File: src/rtl/ws_conv_ctrl_if.sv
`default_nettype none
// ------------------------------------------------------------------------
// ws_conv_ctrl_if: memory, PE-array and handshake bundle of ws_conv_ctrl. Rev 1.0
// ------------------------------------------------------------------------
interface ws_conv_ctrl_if;
  logic        start;
  logic        busy;
  logic        done;
  logic [3:0]  wgt_addr;
  logic [7:0]  wgt_data;
  logic [9:0]  img_addr1;
  logic [9:0]  img_addr2;
  logic [9:0]  img_addr3;
  logic [7:0]  img_data1;
  logic [7:0]  img_data2;
  logic [7:0]  img_data3;
  logic        load_w;
  logic        en;
  logic        clr;
  logic [71:0] w_bus;
  logic [7:0]  bias;
  logic [7:0]  x1;
  logic [7:0]  x2;
  logic [7:0]  x3;
  logic        res_valid;
  logic [4:0]  res_row;
  logic [4:0]  res_col;

  modport master (
    input  start, wgt_data, img_data1, img_data2, img_data3,
    output busy, done, wgt_addr, img_addr1, img_addr2, img_addr3,
           load_w, en, clr, w_bus, bias, x1, x2, x3,
           res_valid, res_row, res_col
  );

  modport slave (
    output start, wgt_data, img_data1, img_data2, img_data3,
    input  busy, done, wgt_addr, img_addr1, img_addr2, img_addr3,
           load_w, en, clr, w_bus, bias, x1, x2, x3,
           res_valid, res_row, res_col
  );
endinterface
`default_nettype wire

File: src/rtl/ws_conv_ctrl.sv
`default_nettype none
// ------------------------------------------------------------------------
// ws_conv_ctrl: sequencer for a weight-stationary 3x3 PE array. Rev 1.0
// ------------------------------------------------------------------------
module ws_conv_ctrl #(
  parameter int IMG_WIDTH = 5,
  parameter int RES_LAT   = 4
) (
  input  wire            sys_clk,
  input  wire            rst_n,
  ws_conv_ctrl_if.master bus
);
  localparam int         OUT_W   = IMG_WIDTH - 2;
  localparam int         SR_LEN  = RES_LAT + 5;
  localparam logic [4:0] LAST_RC = 5'(OUT_W - 1);
  localparam logic [9:0] W10     = 10'(IMG_WIDTH);

  localparam logic [2:0] IDLE   = 3'd0;
  localparam logic [2:0] LOADW  = 3'd1;
  localparam logic [2:0] LATCH  = 3'd2;
  localparam logic [2:0] STREAM = 3'd3;
  localparam logic [2:0] DRAIN  = 3'd4;
  localparam logic [2:0] DONE   = 3'd5;

  logic [2:0]        state_q, state_d;
  logic [3:0]        cnt_q, cnt_d;
  logic [2:0]        ph_q, ph_d;
  logic [4:0]        wr_q, wr_d;
  logic [4:0]        wc_q, wc_d;
  logic              ldv_q;
  logic [3:0]        ldi_q;
  logic [71:0]       w_bus_q;
  logic [7:0]        bias_q;
  logic              v1_q, v2_q, v3_q;
  logic [SR_LEN-1:0] sr_q;
  logic [4:0]        nr_q, nc_q;
  logic [4:0]        res_row_q, res_col_q;
  logic              en_q;

  logic       stream, last_win, res_valid;
  logic [9:0] base, ph10;

  assign stream    = (state_q == STREAM);
  assign last_win  = (wr_q == LAST_RC) && (wc_q == LAST_RC);
  assign res_valid = sr_q[SR_LEN-1];
  assign base      = 10'(wr_q) * W10 + 10'(wc_q);
  assign ph10      = 10'(ph_q);

  always_comb begin
    state_d = state_q;
    cnt_d   = cnt_q;
    ph_d    = ph_q;
    wr_d    = wr_q;
    wc_d    = wc_q;
    case (state_q)
      IDLE: begin
        if (bus.start) begin
          state_d = LOADW;
          cnt_d   = 4'd0;
        end
      end
      // One extra LOADW cycle (cnt=10) lets the address-9 data land in bias.
      LOADW: begin
        cnt_d = cnt_q + 4'd1;
        if (cnt_q == 4'd10) state_d = LATCH;
      end
      LATCH: begin
        state_d = STREAM;
        ph_d    = 3'd0;
        wr_d    = 5'd0;
        wc_d    = 5'd0;
      end
      STREAM: begin
        if (ph_q == 3'd4) begin
          ph_d = 3'd0;
          if (last_win) begin
            state_d = DRAIN;
          end else if (wc_q == LAST_RC) begin
            wc_d = 5'd0;
            wr_d = wr_q + 5'd1;
          end else begin
            wc_d = wc_q + 5'd1;
          end
        end else begin
          ph_d = ph_q + 3'd1;
        end
      end
      DRAIN:   if (res_valid) state_d = DONE;
      DONE:    state_d = IDLE;
      default: state_d = IDLE;
    endcase
  end

  always_ff @(posedge sys_clk or negedge rst_n) begin
    if (!rst_n) begin
      state_q   <= IDLE;
      cnt_q     <= '0;
      ph_q      <= '0;
      wr_q      <= '0;
      wc_q      <= '0;
      ldv_q     <= 1'b0;
      ldi_q     <= '0;
      w_bus_q   <= '0;
      bias_q    <= '0;
      v1_q      <= 1'b0;
      v2_q      <= 1'b0;
      v3_q      <= 1'b0;
      sr_q      <= '0;
      nr_q      <= '0;
      nc_q      <= '0;
      res_row_q <= '0;
      res_col_q <= '0;
      en_q      <= 1'b0;
    end else begin
      state_q <= state_d;
      cnt_q   <= cnt_d;
      ph_q    <= ph_d;
      wr_q    <= wr_d;
      wc_q    <= wc_d;
      ldv_q   <= (state_q == LOADW) && (cnt_q <= 4'd9);
      ldi_q   <= cnt_q;
      if (ldv_q) begin
        if (ldi_q == 4'd9) begin
          bias_q <= bus.wgt_data;
        end else begin
          for (int k = 0; k < 9; k++) begin
            if (ldi_q == 4'(k)) w_bus_q[8*k +: 8] <= bus.wgt_data;
          end
        end
      end
      // Row n of the array sees its samples n-1 cycles after row 1.
      v1_q <= stream && (ph_q <= 3'd2);
      v2_q <= stream && (ph_q >= 3'd1) && (ph_q <= 3'd3);
      v3_q <= stream && (ph_q >= 3'd2);
      sr_q <= {sr_q[SR_LEN-2:0], stream && (ph_q == 3'd0)};
      if (state_q == LATCH) begin
        nr_q <= '0;
        nc_q <= '0;
      end else if (sr_q[SR_LEN-2]) begin
        res_row_q <= nr_q;
        res_col_q <= nc_q;
        if (nc_q == LAST_RC) begin
          nc_q <= '0;
          nr_q <= (nr_q == LAST_RC) ? 5'd0 : nr_q + 5'd1;
        end else begin
          nc_q <= nc_q + 5'd1;
        end
      end
      en_q <= stream || ((state_q == DRAIN) && !res_valid);
    end
  end

  assign bus.busy      = (state_q != IDLE) && (state_q != DONE);
  assign bus.done      = (state_q == DONE);
  assign bus.load_w    = (state_q == LATCH);
  assign bus.clr       = stream && (ph_q == 3'd1);
  assign bus.en        = en_q;
  assign bus.wgt_addr  = ((state_q == LOADW) && (cnt_q <= 4'd9)) ? cnt_q : 4'd0;
  assign bus.img_addr1 = (stream && (ph_q <= 3'd2)) ? base + ph10 : 10'd0;
  assign bus.img_addr2 = (stream && (ph_q >= 3'd1) && (ph_q <= 3'd3)) ?
                         base + W10 + ph10 - 10'd1 : 10'd0;
  assign bus.img_addr3 = (stream && (ph_q >= 3'd2)) ?
                         base + W10 + W10 + ph10 - 10'd2 : 10'd0;
  assign bus.w_bus     = w_bus_q;
  assign bus.bias      = bias_q;
  assign bus.x1        = v1_q ? bus.img_data1 : 8'd0;
  assign bus.x2        = v2_q ? bus.img_data2 : 8'd0;
  assign bus.x3        = v3_q ? bus.img_data3 : 8'd0;
  assign bus.res_valid = res_valid;
  assign bus.res_row   = res_row_q;
  assign bus.res_col   = res_col_q;
endmodule
`default_nettype wire

File: src/flat_wrapper.sv
// flat-port wrapper written by rule: the top's interface ports become plain ports
module ws_conv_ctrl_flat 
#(
  parameter int IMG_WIDTH = 5,
  parameter int RES_LAT   = 4
)
  (sys_clk, rst_n, bus_start, bus_wgt_data, bus_img_data1, bus_img_data2, bus_img_data3, bus_busy, bus_done, bus_wgt_addr, bus_img_addr1, bus_img_addr2, bus_img_addr3, bus_load_w, bus_en, bus_clr, bus_w_bus, bus_bias, bus_x1, bus_x2, bus_x3, bus_res_valid, bus_res_row, bus_res_col);
  ws_conv_ctrl_if bus_i ();
  input  wire sys_clk;
  input  wire rst_n;
  input wire logic [$bits(bus_i.start)-1:0] bus_start;
  input wire logic [$bits(bus_i.wgt_data)-1:0] bus_wgt_data;
  input wire logic [$bits(bus_i.img_data1)-1:0] bus_img_data1;
  input wire logic [$bits(bus_i.img_data2)-1:0] bus_img_data2;
  input wire logic [$bits(bus_i.img_data3)-1:0] bus_img_data3;
  output wire logic [$bits(bus_i.busy)-1:0] bus_busy;
  output wire logic [$bits(bus_i.done)-1:0] bus_done;
  output wire logic [$bits(bus_i.wgt_addr)-1:0] bus_wgt_addr;
  output wire logic [$bits(bus_i.img_addr1)-1:0] bus_img_addr1;
  output wire logic [$bits(bus_i.img_addr2)-1:0] bus_img_addr2;
  output wire logic [$bits(bus_i.img_addr3)-1:0] bus_img_addr3;
  output wire logic [$bits(bus_i.load_w)-1:0] bus_load_w;
  output wire logic [$bits(bus_i.en)-1:0] bus_en;
  output wire logic [$bits(bus_i.clr)-1:0] bus_clr;
  output wire logic [$bits(bus_i.w_bus)-1:0] bus_w_bus;
  output wire logic [$bits(bus_i.bias)-1:0] bus_bias;
  output wire logic [$bits(bus_i.x1)-1:0] bus_x1;
  output wire logic [$bits(bus_i.x2)-1:0] bus_x2;
  output wire logic [$bits(bus_i.x3)-1:0] bus_x3;
  output wire logic [$bits(bus_i.res_valid)-1:0] bus_res_valid;
  output wire logic [$bits(bus_i.res_row)-1:0] bus_res_row;
  output wire logic [$bits(bus_i.res_col)-1:0] bus_res_col;
  assign bus_i.start = bus_start;
  assign bus_i.wgt_data = bus_wgt_data;
  assign bus_i.img_data1 = bus_img_data1;
  assign bus_i.img_data2 = bus_img_data2;
  assign bus_i.img_data3 = bus_img_data3;
  assign bus_busy = bus_i.busy;
  assign bus_done = bus_i.done;
  assign bus_wgt_addr = bus_i.wgt_addr;
  assign bus_img_addr1 = bus_i.img_addr1;
  assign bus_img_addr2 = bus_i.img_addr2;
  assign bus_img_addr3 = bus_i.img_addr3;
  assign bus_load_w = bus_i.load_w;
  assign bus_en = bus_i.en;
  assign bus_clr = bus_i.clr;
  assign bus_w_bus = bus_i.w_bus;
  assign bus_bias = bus_i.bias;
  assign bus_x1 = bus_i.x1;
  assign bus_x2 = bus_i.x2;
  assign bus_x3 = bus_i.x3;
  assign bus_res_valid = bus_i.res_valid;
  assign bus_res_row = bus_i.res_row;
  assign bus_res_col = bus_i.res_col;
  ws_conv_ctrl #(.IMG_WIDTH(IMG_WIDTH), .RES_LAT(RES_LAT)) u_core (.sys_clk(sys_clk), .rst_n(rst_n), .bus(bus_i));
endmodule
File: config.mk
export PLATFORM = sky130hd
export DESIGN_NAME = ws_conv_ctrl_flat
export DESIGN_NICKNAME = d
export VERILOG_FILES = /design/src/rtl/ws_conv_ctrl_if.sv /design/src/rtl/ws_conv_ctrl.sv /design/src/flat_wrapper.sv
export SDC_FILE = /design/constraint.sdc
export NUM_CORES = 1
export LEC_CHECK = 0
export BUFFER_PORTS_ARGS = -buffer_cell sky130_fd_sc_hd__buf_2
export CORE_AREA = 3 3 140 142
export CTS_BUF_LIST = sky130_fd_sc_hd__clkbuf_16
export DETAILED_ROUTE_END_ITERATION = 12
export DIE_AREA = 0 0 143 145
export HOLD_SLACK_MARGIN = 0.02
export PLACE_DENSITY_LB_ADDON = 0.2
export SKIP_CTS_REPAIR_TIMING = 1
export SLEW_MARGIN = 30
export SYNTH_ARGS = -nofsm -noshare
export SYNTH_HDL_FRONTEND = slang
export SYNTH_SLANG_ARGS = --single-unit
File: constraint.sdc
create_clock -name sys_clk -period 5 [get_ports sys_clk]
set_input_delay 1.5 -clock sys_clk [delete_from_list [all_inputs] [get_ports sys_clk]]
set_output_delay 1.5 -clock sys_clk [all_outputs]
set_load 0.005 [all_outputs]
==> results of run 1 <==
## flip-flops by register name, summed over array words and instances (netlist names), 3 cells and up
register and count:
u_core.bus.res_col 5, u_core.bus.w_bus 72, u_core.wr_q 5, u_core.ldi_q 4, u_core.ph_q 3, u_core.nr_q 5
u_core.cnt_q 4, u_core.wc_q 5, u_core.state_q 3, u_core.bus.res_row 5, u_core.bus.bias 8, u_core.nc_q 5
u_core.sr_q 9
## layer usage
metal	vias up	part of all wire	GRT usage
li1	2767	-	-
met1	2779	0.47	0.239
met2	122	0.48	0.273
met3	19	0.040	0.0363
met4	0	0.014	0.0523
met5	-	0	0
## power breakdown
group	internal [W]	total, W	switching, W
Sequential	0.00113	0.00114	0.00000789
Clock	0.000826	0.00130	0.000471
Combinational	0.0000356	0.0000859	0.0000503
## synthesized netlist by cell type (2+ instances only)
master and number:
a211oi_1 2, a21o_1 12, a21oi_1 19, a21oi_2 2, a22o_1 2, and2_1 36, buf_1 9, buf_2 2
clkbuf_1 8, dfrtp_1 138, fa_1 6, ha_1 51, inv_1 36, mux2_2 89, nand2_1 26, nand2b_1 9
nand3_1 4, nand3b_1 4, nand4_1 12, nor2_1 56, nor2b_1 4, nor3_1 9, nor3b_1 2, nor3b_2 2
nor4_1 5, nor4b_1 4, o21ai_0 19, o21ai_1 3, o21bai_1 3, o22ai_1 2, o31ai_1 3, or2_2 4
or2_4 2, or3_1 3, or4b_2 2, xnor2_1 13, xor2_1 17
## placed cells by master, fill, tap and decap left out, types with 4 or more instances in the layout
master     synthesis  final
buf_2              2    186
dfrtp_1          138    138
mux2_2            89     89
buf_4              1     73
nor2_1            56     54
ha_1              51     40
and2_1            36     36
inv_1             36     34
nand2_1           26     26
o21ai_0           19     18
clkbuf_16          0     17
xor2_1            17     16
a21oi_1           19     13
a21o_1            12     12
nand4_1           12     12
xnor2_1           13     12
nor3_1             9      9
ha_4               0      9
nand2b_1           9      8
a21oi_2            2      6
nand3b_1           4      4
nor4b_1            4      4
bufinv_16          0      4
buf_6              0      4
## final cells by class
| cell class | count | area (µm²) | area share |
|---|---|---|---|
| clock inverters | 14 | 181 | 0.0181 |
| repair buffers | 264 | 1550 | 0.155 |
| multi-input cells | 452 | 3980 | 0.397 |
| inverters | 36 | 138 | 0.0137 |
| flip-flops and latches | 138 | 3450 | 0.345 |
| clock buffers | 17 | 425 | 0.0425 |
| well taps | 234 | 293 | 0.0292 |
## stage by stage
step	area [µm²]	util	setup TNS, ps
final	10000	0.539	-5450
after CTS	9650	0.519	-5200
after global placement	9040	0.487	-385
after global routing	10000	0.539	-7690
after floorplan	7420	-	-14.2
after detailed placement	9040	0.487	-628
## how the worst min path moves through the flow
stage,depth (start not counted),start,end
after floorplan,0,u_core.sr_q[0],u_core.sr_q[1]
after global placement,0,u_core.sr_q[2],u_core.sr_q[3]
after detailed placement,0,u_core.sr_q[4],u_core.sr_q[5]
after CTS,0,u_core.sr_q[2],u_core.sr_q[3]
after global routing,0,u_core.sr_q[2],u_core.sr_q[3]
final,0,u_core.sr_q[2],u_core.sr_q[3]
## kinds of logic (layout without fill, tap and decap cells)
kind of cell / count (synthesis) / count (layout) / share of synthesized area
AOI/OAI and AO/OA: 77 / 77 / 0.0665
muxes: 91 / 91 / 0.140
DFF: 138 / 138 / 0.471
buffers and inverters: 57 / 331 / 0.0302
and+or+nand+nor: 193 / 193 / 0.145
other: 1 / 1 / 0.000511
xor gates and xnor gates: 33 / 33 / 0.0435
adders and majority gates: 57 / 57 / 0.103
## critical path: cells and delay by family (launching register included)
family	cells	cell delay, ps
xor+xnor	1	110
fa+ha+maj	4	1230
compound gates	4	750
buf+inv	4	520
simple gates	4	730
flops	1	390
==> reports/summary.txt, run 1 <==
Peak VDD IR: 0.000191 V
Layout cells sized above 1: 0.483
Post-Syn Area per Cell: 11.3 µm²
Max clock buf depth: 2
Syn nets: 739
Placed Instances: 1110
Synth area leader: dfrtp_1
Synth top area share: 0.471
CTS tree: yes
Post-route setup slack: -663 ps
Post-Synthesis Cells: 647
Worst EP required: 3500 ps
CP startpoint kind: register
Clock root buffer: clkbuf_16
Buffers on Ports: 187
Max-slew headroom: 0.415
RSZ-0062 raised after global routing: yes
CTS Buf Count: 17
ANT cells: 0
Routed WL: 18000 µm
Hpwl dp: 13400 µm
Vias per cell: 4.92
Post-synth cell types: 64
Gr usage total: 0.173
Initial core utilization: 0.395
Largest net degree at the start of global routing: 96
Dpl ws: -191 ps
CP startpoint: u_core.wr_q[2]
Worst skew pair latency: 410 ps
Io pins: 189
Hold Violations, Final: 0
R2R Path Start: u_core.wc_q[0]
Cell Area, Synth: 7330 µm²
FFs w/ async S/R, synth: 1.00
Number of synthesized register bits: 138
P per Cell Area: 252 nW/µm²
Worst Path Class, Setup: register to primary output
Worst Setup End Kind: primary output
Non-Filler Instances: 1155
Reg clk slew, reported paths: 60 ps
Failing checks: setup timing
Antenna violations before repair: 0
Leak: 5.22 nW
CP arrival: 4160 ps
Dominant synthesized flop cell: dfrtp_1
Most frequent CP cell: buf_4
Outcome: finished, violations left
Max-Cap Viols: 0
Slowest CP cell: fa_1
Fillers: 1648
Critical Path, Cell by Cell: buf_4, ha_4, fa_1, ha_4, a21o_2, or3_4, and4_4, a211oi_4, nor2_2, ha_1, a21oi_2, o21ai_4, buf_4, buf_4, xnor2_1, nor2_1, buf_2
Min-Delay Path Class: register to register
Pre-Repair DR Iteration Count: 4
Critical Path Max Stage Delay: 510 ps
Total power draw: 0.00253 W
Post-synthesis sequential area ratio: 0.471
DR iter-0 viols: 185
Fmax achieved: 0.177 GHz
Final Max Slew Viols: 0
Routed Antenna Nets: 0
H-tree levels: 4
Total grt overflow: 0
Avg WL per Cell: 15.6 µm
Die span in x: 143 µm
Ys Warns: 0
R2R setup slack: 2520 ps
Reg2reg path depth: 9
CP endpoint: bus_img_addr2[7]
Post-synth EDFFs: 0
Vias in the first global route: 5537
Reg-to-reg endpoint: u_core.wr_q[3]
Clock sinks: 138
Global-route wire length before repair: 29000 µm
Die height: 145 µm
Row cnt: 50
Post-route DRC: 0
Nets: 1001
Area delta synth->final: 36.6%
RD Place Congestion: 0.828
Die area: 20700 µm²
Core area: 18600 µm²
Worst Skew: 6.34 ps
Via count: 5687
Crit path time final: 5660 ps
Period utilization: 1.13
CP max FO: 5
Top post-synthesis cells by area: dfrtp_1 (47%), mux2_2 (14%), ha_1 (8.7%)
Actual slew at the worst max-slew pin: 872 ps
WHS: 347 ps
Setup Viol. Count Final: 13
No activity file was read; power rests on OpenSTA's default activity.
==> run 2, diff against run 1 <==
- clock period: 5 -> 5.8 ns (I/O delays scaled with it)
==> reports/summary.txt, run 2 (synthesis gave the netlist of run 1 again) <==
Leak: 4.97 nW
Max-Cap Viols: 0
Most frequent cells in the layout: buf_2 (186), dfrtp_1 (138), mux2_2 (89)
Crit path time final: 5860 ps
Routed WL: 17500 µm
Clock sinks: 138
Worst Path Class, Setup: register to primary output
Io pins: 189
Core area: 18600 µm²
Critical Path Max Stage Delay: 530 ps
GRT busiest layer: met2
Vias in the first global route: 5392
Crit-path leading delay family: adder cells
R2R setup slack: 3320 ps
Outcome: finished, violations left
Placed inst area: 8600 µm²
Largest net degree at the start of global routing: 105
Routed Antenna Nets: 0
Max-slew headroom: 0.445
Slowest CP cell: fa_1
Initial core utilization: 0.395
CTS tree: yes
Worst Setup End Kind: primary output
Worst Skew: 6.83 ps
CP arrival: 4120 ps
CP bufs+invs: 3
Min-Delay Path Class: register to register
Reg clk slew, reported paths: 60 ps
Actual slew at the worst max-slew pin: 827 ps
Pre-Repair DR Iteration Count: 4
DR iter-0 viols: 177
Post-route DRC: 0
Row cnt: 50
Final Max Slew Viols: 0
H-tree levels: 4
CP startpoint kind: register
Commonest non-fill, non-tap cell in the layout: buf_2
Clock root buffer: clkbuf_16
CP max FO: 5
Total grt overflow: 0
Gr usage total: 0.165
Global-route wire length before repair: 27900 µm
Worst skew pair latency: 410 ps
Critical Path, Cell by Cell: ha_1, fa_1, ha_4, a211o_4, nand3_4, and4_4, buf_6, nand4_1, or2_4, ha_4, a21o_1, a31oi_2, buf_4, o211ai_1, nand2b_1, buf_2
Hold Violations, Final: 0
Peak VDD IR: 0.000152 V
Final Cell Area: 9680 µm²
RSZ-0062 raised after global routing: yes
Via count: 5497
Avg WL per Cell: 15.7 µm
CTS Buf Count: 17
Die area: 20700 µm²
Most frequent CP cell: ha_4
Post-route setup slack: -59.1 ps
Worst EP required: 4060 ps
ANT cells: 0
Period utilization: 1.01
Hpwl dp: 12700 µm
Met1 Usage GRT: 0.225
P per Cell Area: 223 nW/µm²
RD Place Congestion: 0.813
Failing checks: setup timing
Max reg flops: 72
Buffers on Ports: 187
Routing usage on met2: 0.269
Setup Viol. Count Final: 2
Nets: 957
Antenna violations before repair: 0
Layout cells sized above 1: 0.455
Fmax achieved: 0.171 GHz
GRT met3 Usage: 0.0363
Die height: 145 µm
Vias per cell: 4.95
Max clock buf depth: 2
Area delta synth->final: 32.0%
WHS: 348 ps
Die span in x: 143 µm
## run 2: changes by cell type in the layout (fill, tap and decap cells not counted), sizes merged
cell / delta
inv: -2
clkinvlp: +2
clkbuf: +1
buf: -45
## run 2: worst paths after layout
kind                                 from              endpoint  cells after the start
hold reg to reg            u_core.sr_q[0]        u_core.sr_q[1]                      0
hold / removal             u_core.sr_q[0]        u_core.sr_q[1]                      0
max in group asynchronous           rst_n    u_core.bus.bias[6]                      2
setup reg to reg           u_core.wc_q[0]        u_core.wr_q[4]                      8
min in group asynchronous           rst_n  u_core.bus.w_bus[31]                      1
setup / recovery           u_core.wr_q[3]      bus_img_addr2[9]                     16
## run 2: worst register-to-register path, stage by stage (launching register included)
cell,delay [ps]
dfrtp_1,440
inv_1,100
ha_1,140
nor4b_1,660
nand4_1,210
a21oi_2,390
nand4_1,170
xor2_1,170
nor2_1,60
## run 2: metal layers
metal | wire, µm | up-vias
met1 | 8040 | 2685
li1 | - | 2679
met3 | 648 | 17
met4 | 165 | 0
met5 | 0 | -
met2 | 8620 | 116
## run 2: power by group
part	internal (W)	leakage, nW	switching (W)
Combinational	0.0000283	2.89	0.0000403
Clock	0.000711	0.291	0.000396
Sequential	0.000977	1.79	0.00000664
Total	0.00172	4.97	0.000443
## run 2: final cells by class
class	instances	area (µm²)
inverters	36	135
repair buffers	220	1200
clock buffers	17	425
well taps	234	293
clock inverters	14	179
multi-input cells	452	3990
fillers	1623	8900
flip-flops and latches	138	3450
## run 2: through the flow
stage	instances	util	setup TNS, ps	setup slack (ps)	power [W]
floorplan	647	-	0	208	0.00102
global placement	1063	0.463	0	111	0.00107
detailed placement	1063	0.463	0	76.3	0.00107
CTS	1094	0.495	-1210	-412	0.00220
global route	1111	0.521	-506	-230	0.00225
finish	1111	0.521	-70.1	-59.1	0.00216
==> run 3, diff against run 2 <==
- RECOVER_POWER: unset -> 50
- SLEW_MARGIN: 30 -> unset
==> reports/summary.txt, run 3 (synthesis gave the netlist of run 1 again) <==
Row cnt: 50
Most frequent cells in the layout: buf_2 (178), dfrtp_1 (138), mux2_2 (88)
Routed Antenna Nets: 0
Pre-Repair DR Iteration Count: 4
Max reg flops: 72
Buffers on Ports: 187
Critical Path, Cell by Cell: ha_1, fa_1, ha_4, a211o_4, nand3_4, and4_4, buf_6, nand4_1, or2_4, ha_4, a21o_1, a31oi_2, buf_4, o211ai_1, nand2b_1, buf_2
Worst Setup End Kind: primary output
Period utilization: 1.01
Peak VDD IR: 0.000152 V
Clock sinks: 138
Crit-path leading delay family: adder cells
Outcome: finished, violations left
Avg WL per Cell: 15.7 µm
CTS tree: yes
ANT cells: 0
Critical Path Max Stage Delay: 530 ps
Gr usage total: 0.165
CTS Buf Count: 17
DR iter-0 viols: 179
Slowest CP cell: fa_1
Worst Skew: 7.05 ps
Setup Viol. Count Final: 2
Final Max Slew Viols: 105
Vias in the first global route: 5392
Via count: 5501
Failing checks: capacitance limit, slew limit, setup timing
Worst skew pair latency: 410 ps
Min-Delay Path Class: register to register
H-tree levels: 4
Crit path time final: 5860 ps
Nets: 957
Antenna violations before repair: 0
Clock root buffer: clkbuf_16
Die height: 145 µm
Reg clk slew, reported paths: 60 ps
Multi-input gate area: 3990 µm²
Placed inst area: 8600 µm²
Actual slew at the worst max-slew pin: 2560 ps
Total grt overflow: 0
CP arrival: 4120 ps
CP startpoint kind: register
Die span in x: 143 µm
Post-route setup slack: -59.4 ps
Fillers: 1633
Largest net degree at the start of global routing: 105
Worst EP required: 4060 ps
Routed WL: 17400 µm
Initial core utilization: 0.395
CP max FO: 5
Hold Violations, Final: 0
P per Cell Area: 224 nW/µm²
Commonest non-fill, non-tap cell in the layout: buf_2
Dpl ws: 76.3 ps
Die area: 20700 µm²
Most frequent CP cell: ha_4
Global-route wire length before repair: 27900 µm
Io pins: 189
FF/Latch Area: 3450 µm²
Leak: 4.94 nW
Area delta synth->final: 31.7%
RD Place Congestion: 0.813
Hpwl dp: 12700 µm
Max-slew headroom: -0.705
CP bufs+invs: 3
Fmax achieved: 0.171 GHz
Layout cells sized above 1: 0.444
Worst Path Class, Setup: register to primary output
Vias per cell: 4.95
RSZ-0062 raised after global routing: yes
Final Cell Area: 9660 µm²
Max-Cap Viols: 1
Post-route DRC: 0
Core area: 18600 µm²
Max clock buf depth: 2
-- run 3: cell count changes in the layout (fill, tap and decap cells not counted) --
cell / delta
mux2_2: -1
clkbuf_1: +9
buf_4: -1
clkbuf_2: +1
mux2_1: +1
buf_2: -8
clkbuf_8: -1
-- run 3: metal layers --
| layer | wire, µm | up-vias | GRT usage |
|---|---|---|---|
| li1 | - | 2679 | - |
| met1 | 7980 | 2681 | 0.225 |
| met2 | 8630 | 124 | 0.269 |
| met3 | 662 | 17 | 0.0363 |
| met4 | 166 | 0 | 0.0390 |
| met5 | 0 | - | 0 |
-- run 3: report_power, final --
group / total, W / leakage, nW / internal (W) / switching, W
registers: 0.000984 / 1.79 / 0.000978 / 0.00000664
clock network: 0.00111 / 0.291 / 0.000711 / 0.000396
logic: 0.0000671 / 2.86 / 0.0000269 / 0.0000401
total: 0.00216 / 4.94 / 0.00172 / 0.000443
-- run 3: final cells by class --
type                    instances  area share
clock buffers                  17      0.0441
clock inverters                14      0.0185
inverters                      36      0.0140
multi-input cells             452       0.414
flip-flops and latches        138       0.358
well taps                     234      0.0303
repair buffers                220       0.122
-- run 3: final timing paths --
kind                           startpoint                    to  slack [ps]  cells after the start
max                        u_core.wr_q[3]      bus_img_addr2[9]         -60                     16
min                        u_core.sr_q[0]        u_core.sr_q[1]         350                      0
max reg2reg                u_core.wc_q[0]        u_core.wr_q[4]        3320                      8
min reg2reg                u_core.sr_q[0]        u_core.sr_q[1]         350                      0
max in group asynchronous           rst_n    u_core.bus.bias[6]        2100                      2
min in group asynchronous           rst_n  u_core.bus.w_bus[31]        2120                      1
-- run 3: metrics by stage --
stage / instances / TNS, ps / power [W] / util / hold slack, ps
5_1_grt: 1111 / -506 / 0.00224 / 0.520 / 360
3_5_place_dp: 1063 / 0 / 0.00107 / 0.463 / 340
3_3_place_gp: 1063 / 0 / 0.00107 / 0.463 / 333
2_1_floorplan: 647 / 0 / 0.00102 / - / 331
4_1_cts: 1094 / -1210 / 0.00220 / 0.495 / 353
6_report: 1111 / -68.4 / 0.00216 / 0.520 / 348
